===== src/rtl/pe_pkg.sv =====
// Shared types for the PE-side feeders.
package pe_pkg;

    typedef enum logic [1:0] {
        FD_IDLE = 2'd0,
        FD_RUN  = 2'd1,
        FD_DONE = 2'd2
    } feed_state_e;

endpackage


===== src/rtl/pix_fifo.sv =====
// Small registered FIFO with wrap-bit pointers; no write-to-read bypass.
// Shared between the IF and weight feeders.
module pix_fifo #(
    parameter int W     = 17,
    parameter int Depth = 4
) (
    input  logic         i_clk,
    input  logic         i_rstn,
    input  logic         i_clr,
    input  logic         i_push,
    input  logic [W-1:0] i_wdata,
    input  logic         i_pop,
    output logic [W-1:0] o_rdata,
    output logic         o_full,
    output logic         o_empty
);

    localparam int AW = $clog2(Depth);
    localparam logic [AW:0] PTR_ONE = {{AW{1'b0}}, 1'b1};

    logic [AW:0]  wr_ptr_q, wr_ptr_d;
    logic [AW:0]  rd_ptr_q, rd_ptr_d;
    logic [W-1:0] mem_q [Depth];
    logic [W-1:0] mem_d [Depth];
    logic         full, empty, push_ok, pop_ok;

    always_comb begin
        full    = (wr_ptr_q[AW] != rd_ptr_q[AW]) &&
                  (wr_ptr_q[AW-1:0] == rd_ptr_q[AW-1:0]);
        empty   = (wr_ptr_q == rd_ptr_q);
        push_ok = i_push && !full && !i_clr;
        pop_ok  = i_pop && !empty && !i_clr;

        mem_d    = mem_q;
        wr_ptr_d = wr_ptr_q;
        rd_ptr_d = rd_ptr_q;

        // Flush only rewinds pointers; stale entries are never visible.
        if (i_clr) begin
            wr_ptr_d = '0;
            rd_ptr_d = '0;
        end else begin
            if (push_ok) begin
                mem_d[wr_ptr_q[AW-1:0]] = i_wdata;
                wr_ptr_d = wr_ptr_q + PTR_ONE;
            end
            if (pop_ok) begin
                rd_ptr_d = rd_ptr_q + PTR_ONE;
            end
        end
    end

    always_ff @(posedge i_clk or negedge i_rstn) begin
        if (!i_rstn) begin
            wr_ptr_q <= '0;
            rd_ptr_q <= '0;
            for (int i = 0; i < Depth; i++) begin
                mem_q[i] <= '0;
            end
        end else begin
            wr_ptr_q <= wr_ptr_d;
            rd_ptr_q <= rd_ptr_d;
            for (int i = 0; i < Depth; i++) begin
                mem_q[i] <= mem_d[i];
            end
        end
    end

    assign o_rdata = mem_q[rd_ptr_q[AW-1:0]];
    assign o_full  = full;
    assign o_empty = empty;

endmodule


===== src/rtl/if_pix_feeder.sv =====
// IF pixel feeder: buffers global-buffer pixels, tags zeros, drives the pad
// handshake and tracks row / pass boundaries for the PE controller.
module if_pix_feeder
    import pe_pkg::*;
#(
    parameter int DWd     = 16,
    parameter int Depth   = 4,
    parameter int ConfDWd = 4
) (
    input  logic               i_clk,
    input  logic               i_rstn,
    input  logic               i_start,
    input  logic               i_clr,
    input  logic [ConfDWd-1:0] i_if_len,
    input  logic [ConfDWd-1:0] i_row_num,
    input  logic [DWd-1:0]     i_gb_wdata,
    input  logic               i_gb_valid,
    output logic               o_gb_ready,
    output logic [DWd-1:0]     o_pix_wdata,
    output logic               o_pix_zero,
    output logic               o_pix_valid,
    input  logic               i_pix_ready,
    output logic               o_row_done,
    output logic               o_done
);

    localparam int CW = ConfDWd + 1;
    localparam int TW = 2 * CW;
    localparam logic [CW-1:0] C_ONE = {{(CW-1){1'b0}}, 1'b1};
    localparam logic [TW-1:0] T_ONE = {{(TW-1){1'b0}}, 1'b1};

    feed_state_e   state_q, state_d;
    logic [CW-1:0] len_q, len_d;
    logic [CW-1:0] rows_q, rows_d;
    logic [CW-1:0] pix_cnt_q, pix_cnt_d;
    logic [CW-1:0] row_cnt_q, row_cnt_d;
    logic [TW-1:0] push_cnt_q, push_cnt_d;
    logic [TW-1:0] total_q, total_d;
    logic          done_q, done_d;

    logic [CW-1:0] len_in, rows_in;
    logic [TW-1:0] total_in;
    logic          fifo_full, fifo_empty;
    logic [DWd:0]  fifo_head;
    logic          gb_ready, pix_valid, push, pop, row_end, pass_end;

    pix_fifo #(
        .W    (DWd + 1),
        .Depth(Depth)
    ) u_fifo (
        .i_clk  (i_clk),
        .i_rstn (i_rstn),
        .i_clr  (i_clr),
        .i_push (push),
        .i_wdata({(i_gb_wdata == '0), i_gb_wdata}),
        .i_pop  (pop),
        .o_rdata(fifo_head),
        .o_full (fifo_full),
        .o_empty(fifo_empty)
    );

    always_comb begin
        // A config of 0 encodes the full 2^ConfDWd length.
        len_in   = {(i_if_len == '0), i_if_len};
        rows_in  = {(i_row_num == '0), i_row_num};
        total_in = {{CW{1'b0}}, len_in} * {{CW{1'b0}}, rows_in};

        gb_ready  = (state_q == FD_RUN) && !fifo_full && (push_cnt_q != total_q);
        pix_valid = (state_q == FD_RUN) && !fifo_empty;
        push      = i_gb_valid && gb_ready && !i_clr;
        pop       = pix_valid && i_pix_ready && !i_clr;
        row_end   = pop && (pix_cnt_q == len_q - C_ONE);
        pass_end  = row_end && (row_cnt_q == rows_q - C_ONE);
    end

    always_comb begin
        state_d    = state_q;
        len_d      = len_q;
        rows_d     = rows_q;
        total_d    = total_q;
        pix_cnt_d  = pix_cnt_q;
        row_cnt_d  = row_cnt_q;
        push_cnt_d = push_cnt_q;

        if (i_clr) begin
            state_d    = FD_IDLE;
            pix_cnt_d  = '0;
            row_cnt_d  = '0;
            push_cnt_d = '0;
        end else begin
            unique case (state_q)
                FD_IDLE, FD_DONE: begin
                    if (i_start) begin
                        state_d    = FD_RUN;
                        len_d      = len_in;
                        rows_d     = rows_in;
                        total_d    = total_in;
                        pix_cnt_d  = '0;
                        row_cnt_d  = '0;
                        push_cnt_d = '0;
                    end
                end
                FD_RUN: begin
                    if (push) begin
                        push_cnt_d = push_cnt_q + T_ONE;
                    end
                    if (pass_end) begin
                        state_d   = FD_DONE;
                        pix_cnt_d = '0;
                    end else if (row_end) begin
                        pix_cnt_d = '0;
                        row_cnt_d = row_cnt_q + C_ONE;
                    end else if (pop) begin
                        pix_cnt_d = pix_cnt_q + C_ONE;
                    end
                end
                default: state_d = FD_IDLE;
            endcase
        end

        done_d = (state_d == FD_DONE);
    end

    always_ff @(posedge i_clk or negedge i_rstn) begin
        if (!i_rstn) begin
            state_q    <= FD_IDLE;
            len_q      <= '0;
            rows_q     <= '0;
            total_q    <= '0;
            pix_cnt_q  <= '0;
            row_cnt_q  <= '0;
            push_cnt_q <= '0;
            done_q     <= 1'b0;
        end else begin
            state_q    <= state_d;
            len_q      <= len_d;
            rows_q     <= rows_d;
            total_q    <= total_d;
            pix_cnt_q  <= pix_cnt_d;
            row_cnt_q  <= row_cnt_d;
            push_cnt_q <= push_cnt_d;
            done_q     <= done_d;
        end
    end

    assign o_gb_ready  = gb_ready;
    assign o_pix_valid = pix_valid;
    assign o_pix_wdata = pix_valid ? fifo_head[DWd-1:0] : '0;
    assign o_pix_zero  = pix_valid && fifo_head[DWd];
    assign o_row_done  = row_end;
    assign o_done      = done_q;

endmodule

===== config.mk =====
export PLATFORM = sky130hd
export DESIGN_NAME = if_pix_feeder
export DESIGN_NICKNAME = d
export VERILOG_FILES = /design/src/rtl/pe_pkg.sv /design/src/rtl/pix_fifo.sv /design/src/rtl/if_pix_feeder.sv
export SDC_FILE = /design/constraint.sdc
export NUM_CORES = 1
export LEC_CHECK = 0
export ABC_CLOCK_PERIOD_IN_PS = 2500
export CORE_MARGIN = 2
export CORE_UTILIZATION = 45
export CTS_BUF_LIST = sky130_fd_sc_hd__clkbuf_2
export DETAILED_ROUTE_END_ITERATION = 12
export GPL_TIMING_DRIVEN = 0
export HOLD_SLACK_MARGIN = 0.1
export MAX_ROUTING_LAYER = met4
export PLACE_DENSITY_LB_ADDON = 0.25
export SLEW_MARGIN = 20
export SYNTH_ARGS = -nofsm -noshare
export SYNTH_HDL_FRONTEND = slang
export SYNTH_SLANG_ARGS = --single-unit
export TNS_END_PERCENT = 20

===== constraint.sdc =====
create_clock -name i_clk -period 2.5 [get_ports i_clk]
set_clock_uncertainty 0.2 [all_clocks]
set_input_delay 0.75 -clock i_clk [delete_from_list [all_inputs] [get_ports i_clk]]
set_output_delay 0.75 -clock i_clk [all_outputs]
set_load 0.05 [all_outputs]

After elaboration in Yosys (flattened, before gate mapping)
Index checks and enable logic that the tools add are counted.
{ "word_totals": {"ff_bits": 117, "inputBits": 30, "out_inout_bits": 21, "wordCells": 103} }
{ "classes": {"n_addsub": 7, "n_mul": 1, "n_lt_le_gt_ge": 3, "eq_ne": 14, "muxes": 29, "bitwise": 3, "reduce_logical": 32} }
{ "ops": {"columns": ["op", "count"], "rows": [
  ["bitwise mux 68 bit", 1],
  ["2-to-1 mux 17 bit", 3],
  ["2-to-1 mux 5 bit", 8],
  ["binary-select mux 17 bit (select 2 bit)", 1],
  ["demux 17 bit (select 2 bit)", 1],
  ["2-to-1 mux 10 bit", 3],
  ["case mux 10 bit (2 select lines)", 1],
  ["case mux 5 bit (2 select lines)", 2],
  ["logical AND 1 bit", 16],
  ["logical NOT 16 bit", 1],
  ["2-to-1 mux 16 bit", 1],
  ["2-to-1 mux 3 bit", 4],
  ["adder 10 x 1 -> 10 bit (second input constant)", 1],
  ["adder 5 x 1 -> 5 bit (second input constant)", 2],
  ["== test 5 bit", 2],
  ["multiplier 5 x 5 -> 10 bit", 1],
  ["inequality test 10 bit", 1],
  ["subtractor 5 x 1 -> 5 bit (second input constant)", 2],
  ["inequality test 3 bit (second input constant)", 3],
  ["AND reduction 3 bit", 3],
  ["logical NOT 4 bit", 2],
  ["adder 3 x 1 -> 3 bit (second input constant)", 2],
  [">= comparator 3 bit (second input constant)", 2],
  ["2-to-1 mux 2 bit", 3],
  ["18 further kinds", 23]
]} }

Depth between registers and ports, before layout
Gate-level depths: netlist of the first run.
{ "logic_depth": {"word_depth": 11, "mapped_depth": 13, "ltp_nobuf": 13} }

Modules after synthesis
Synthesis of the first run repeated with hierarchy kept, for this count alone.
{ "unflattened": {"cells_unflattened": 565, "area_unflattened_um2": 6970.4} }
{ "by_module_without_submodules": {"columns": ["mod", "instances", "cells_per_inst", "area_per_inst_um2", "seq_area_each_um2"], "rows": [
  ["pix_fifo", 1, 229, 3737.3, 1851.8],
  ["if_pix_feeder", 1, 336, 3233.1, 1076.0]
]} }

Least setup slack after synthesis of the first run
OpenSTA, ideal clock, no wires.
{ "synth_path": {"kind": "input-to-reg", "from": "input port i_row_num[1]", "to": "register total_q[8]", "setup_ns": 0.135, "arrival_time_ns": 4.203, "t_required_ns": 2.165, "setup_slack_ns": -2.038, "stages": 13, "path_buffers": 0, "path_cell_list": "nor4_1 > nand2_1 > fa_1 > fa_1 > fa_1 > inv_1 > ha_1 > a21o_1 > a21oi_1 > o21bai_1 > a21oi_1 > xor2_1 > o21ai_0"} }
{ "synth_via": {"elab_chain_cells": 2} }
{ "synth_rtl": {"columns": ["element", "line_no", "rtl"], "rows": [
  ["start, declared", "if_pix_feeder.sv:15", "input logic [ConfDWd-1:0] i_row_num,"],
  ["logical NOT 4 bit", "if_pix_feeder.sv:65", "rows_in = {(i_row_num == '0), i_row_num};"],
  ["multiplier 5 x 5 -> 10 bit *", "if_pix_feeder.sv:66", "total_in = {{CW{1'b0}}, len_in} * {{CW{1'b0}}, rows_in};"],
  ["end signal, assigned", "if_pix_feeder.sv:138", "total_q <= total_d;"],
  ["end, declared", "if_pix_feeder.sv:38", "logic [TW-1:0] total_q, total_d;"]
]} }
Mark *: on every way between the ends. The rest lies on a longest branch, timed or not.
A chain may end at the register's enable or synchronous reset.

Final worst setup path of the first run
{ "layout_path": {"from": "input port i_row_num[3]", "to": "register total_q[8]"} }
The elaborated chain is that of the path after synthesis.

==> metrics.md, run 1 <==
| Metric | Value |
|---|---|
| Outcome | `finished with violations` |
| Violated checks | `setup timing` |
| Port Buffer Count | `49` |
| HPWL after DPL | `slightly above 10 mm` |
| Met2 Use GR | `between 30% and 40%` |
| GPL Wtd Cong | `0.855` |
| Worst Max-Slew Pin Slew | `0.552 ns` |
| Hold_sp | `i_if_len[2]` |
| Overall power | `4.97 mW` |
| Antenna violations before repair | `1` |
| Total wire length | `14.9 mm` |
| EDFF count, synth | `0` |
| Sequence of cells on the critical path | `buf_12, nor4_4, nand2_1, fa_1, fa_1, fa_1, inv_2, ha_4, a21o_1, a21oi_2, o21bai_1, a21oi_1, xor2_1, o21ai_1` |
| Synthesis Warnings | `0` |
| Required time of the critical path | `2.88 ns` |
| Crit path launch type | `input port` |
| # fillers | `~1200` |
| Critical Path Sink Type | `register` |
| Area delta synth->final | `24.3%` |
| End of the worst register-to-register path | `u_fifo.mem_q[26]$_DFFE_PN0P_` |
| Share of cells above drive strength 1 | `around 34%` |
| Critical-path top delay cell | `fa_1` |
| RSZ-0062 raised after global routing | `yes` |
| Async SR Flop Fraction | `100%` |
| Max-cap violation count | `0` |
| Synth Cell Area | `6780 sq um` |
| Post-DRT Antenna Nets | `0` |
| Routed vias/inst | `5.39` |
| Synth top area share | `a little over two fifths` |
| Die Wd | `about 130 um` |
| CTS tree | `done` |
| R2r startpoint | `u_fifo.rd_ptr_q[0]$_DFFE_PN0P_` |
| Fin Setup TNS | `-19.34 ns` |
| Pre-CTS setup slack | `-2.36 ns` |
| Period minus WS final | `around 3.5 ns` |
| Hold EP | `len_q[2]$_DFFE_PN0P_` |
| Worst-path clk slew | `about 0.17 ns` |
| Placed inst area | `between 7000 and 8000 sq um` |
| Pins Over Slew Limit | `0` |
| Top-count cell post-synth | `dfrtp_1` |
| Die height | `127 um` |
| CTS buffer count | `17` |
| Placed cell count | `802` |
| Final Instance Area | `about 8400 sq um` |
| # H-tree levels | `4` |
| Max VDD drop | `between 0.2 and 0.3 mV` |
| Site row count | `44` |
| Max Clk Rate | `approximately 290 MHz` |
| Slew HR | `62.8%` |
| Synth top cells by count | `dfrtp_1, nand2_1, mux2_4, inv_1` |
| Vias in the first global route | `5044` |
| Die area | `16100 sq um` |
| WS Path Type | `input port to register` |
| Crit path DAT | `3.88 ns` |
| Register area | `2930 sq um` |
| Cell count after synthesis | `roughly 570` |
| R2R Setup Slk | `0.04 ns` |
| Hold Fails Final Rpt | `0` |
| First-pass DRT Iterations | `7` |
| PwrDens | `589 nW/um^2` |
| GR Layer Usage met3 | `4.39%` |
| # DRC | `0` |
| Worst-Skew Late Latency | `approximately 0.70 ns` |
| Syn Area/Cell | `11.9 sq um` |
| Largest net degree at the start of global routing | `62` |
| Initial core utilization | `between 40 and 50%` |
| Grt ovf | `0` |
| Synth cell types | `between 40 and 50` |
| DR vias | `around 4700` |
| Final net count | `737` |
| Static Leak | `4.10 nW` |
| Ys flop type | `dfrtp_1` |
| Most used cell, CP | `fa_1` |
| 1st-iter DRT viols | `roughly 170` |
| Final setup violation count | `26` |
| Hold-critical path depth | `3` |
| GR Layer Usage met1 | `between 20 and 25%` |
| Largest area contributor in the netlist | `dfrtp_1` |
| Clk root buf | `clkbuf_2` |
| Post-DR wirelength/cell | `between 15 and 20 um` |
| Largest fanout on the critical path | `7` |
| I/O pin count | `51` |
| First-pass GRT wire length | `24.9 mm` |
| Min-delay worst type | `input port to register` |
| Clock Sinks | `117` |
| Slowest cell delay on critical path | `slightly above 0.5 ns` |
| Buf/Inv on CP | `2` |
| Period utilization | `140%` |
| Multi-input combinational cell area | `3800 sq um` |
| Reg2reg path depth | `8` |
| Post-route insts no fill | `866` |
| GRT Util Overall | `20.2%` |
| CP top delay family | `adder cells` |
| Core area | `14600 sq um` |
| Seq/Total Area, Yosys | `43.2%` |
| #FFs+latches synth | `117` |
| PnR worst setup slack | `-0.995 ns` |
| Syn Nets | `about 640` |
| Worst-case clock buffer depth | `2` |
| Synth area leaders | `dfrtp_1, mux2_4, ha_1` |
| Most Crowded Layer GR | `met2` |
-- report_power, final --
group	switching [mW]	internal, mW
clock network	0.706	0.536
registers	0.183	2.18
logic	0.587	0.780
total	1.48	3.49
-- worst max-delay path by stage --
stage	startpoint	endpoint	slack (ns)	cells past startpoint
after detailed placement	i_row_num[3]	total_q[8]$_DFFE_PN0P_	-2.36	14
after global routing	i_row_num[3]	total_q[8]$_DFFE_PN0P_	-1.04	14
after CTS	i_row_num[3]	total_q[8]$_DFFE_PN0P_	-0.98	14
after global placement	i_rstn	push_cnt_q[0]$_DFFE_PN0P_	-3.86	1
after floorplan	i_row_num[3]	total_q[8]$_DFFE_PN0P_	-1.42	13
final	i_row_num[3]	total_q[8]$_DFFE_PN0P_	-0.99	14
-- logic make-up (layout without fill, tap and decap cells) --
kind of cell,Yosys count,after routing,synth area share (%)
AO/OA/AOI/OAI,65,65,6.18
XOR/XNOR,38,38,5.35
adder cells (fa/ha/maj),37,37,7.83
buffers and inverters,50,163,3.75
flip-flops,117,117,43.2
multiplexers,89,89,20.1
other,0,1,0
AND/OR/NAND/NOR,172,172,13.6
-- registers in the layout, indices dropped and copies added, names as in the netlist --
signal and cells:
u_fifo.rd_ptr_q 3, state_q 2, rows_q 5, u_fifo.mem_q 68, total_q 10, u_fifo.wr_ptr_q 3, len_q 5, o_done 1
pix_cnt_q 5, row_cnt_q 5, push_cnt_q 10
-- metrics by stage --
step	utilization (%)	hold WS [ns]
after detailed placement	51.6	0.286
after global routing	57.5	0.107
after global placement	51.4	0.278
after CTS	54.9	0.109
final	57.5	0.163
after floorplan	-	0.254
-- cell usage in the layout (no fill, tap or decap), types with 10 or more instances in the layout --
cell and n:
and2_1 12, and2_4 17, buf_4 23, buf_6 19, buf_8 12, clkbuf_2 22
clkdlybuf4s50_1 19, dfrtp_1 116, ha_1 25, inv_1 26, mux2_2 29, mux2_4 39
mux4_2 16, nand2_1 67, nand3_1 11, nor2_1 18, o21ai_0 24, xnor2_1 24
xor2_1 10
-- cell type report --
cell class	instances	area share (%)
multi-input cells	401	45.1
flip-flops and latches	117	34.8
repair buffers	83	10.7
well taps	184	2.73
plain buffers	20	2.61
clock inverters	12	1.65
inverters	30	1.34
clock buffers	18	1.07
diodes	1	0.0297
-- worst register-to-register path, cell delays in order, from the launching register on --
cell and delay (ns):
dfrtp_2 0.48, clkbuf_16 0.18, xnor2_4 0.15, a31oi_2 0.21, o31a_2 0.19, buf_12 0.14, nand4b_4 0.25, buf_12 0.25
mux2_4 0.30
-- routing by layer --
metal	share of wire, %	up-vias
li1	-	2205
met1	44	2356
met2	52	87
met3	3.7	16
met4	1.1	0
met5	0	-
-- what timing repair did --
item | CTS | global route
hold buffers | 3 | 1
cloned | 0 | 3
setup endpoints to repair | 28 | 75
endpoints found under the hold margin | 58 | 1
pin swaps | 6 | 15
buffers inserted | 8 | 18
resized for setup | 174 | 99
Power figures use the tool's default switching activity.
==> inputs of run 2 (changes only) <==
Settings changed: CAP_MARGIN set to 20.
==> results of run 2 <==
Final layout, timing and power as in run 1 (identical DEF).
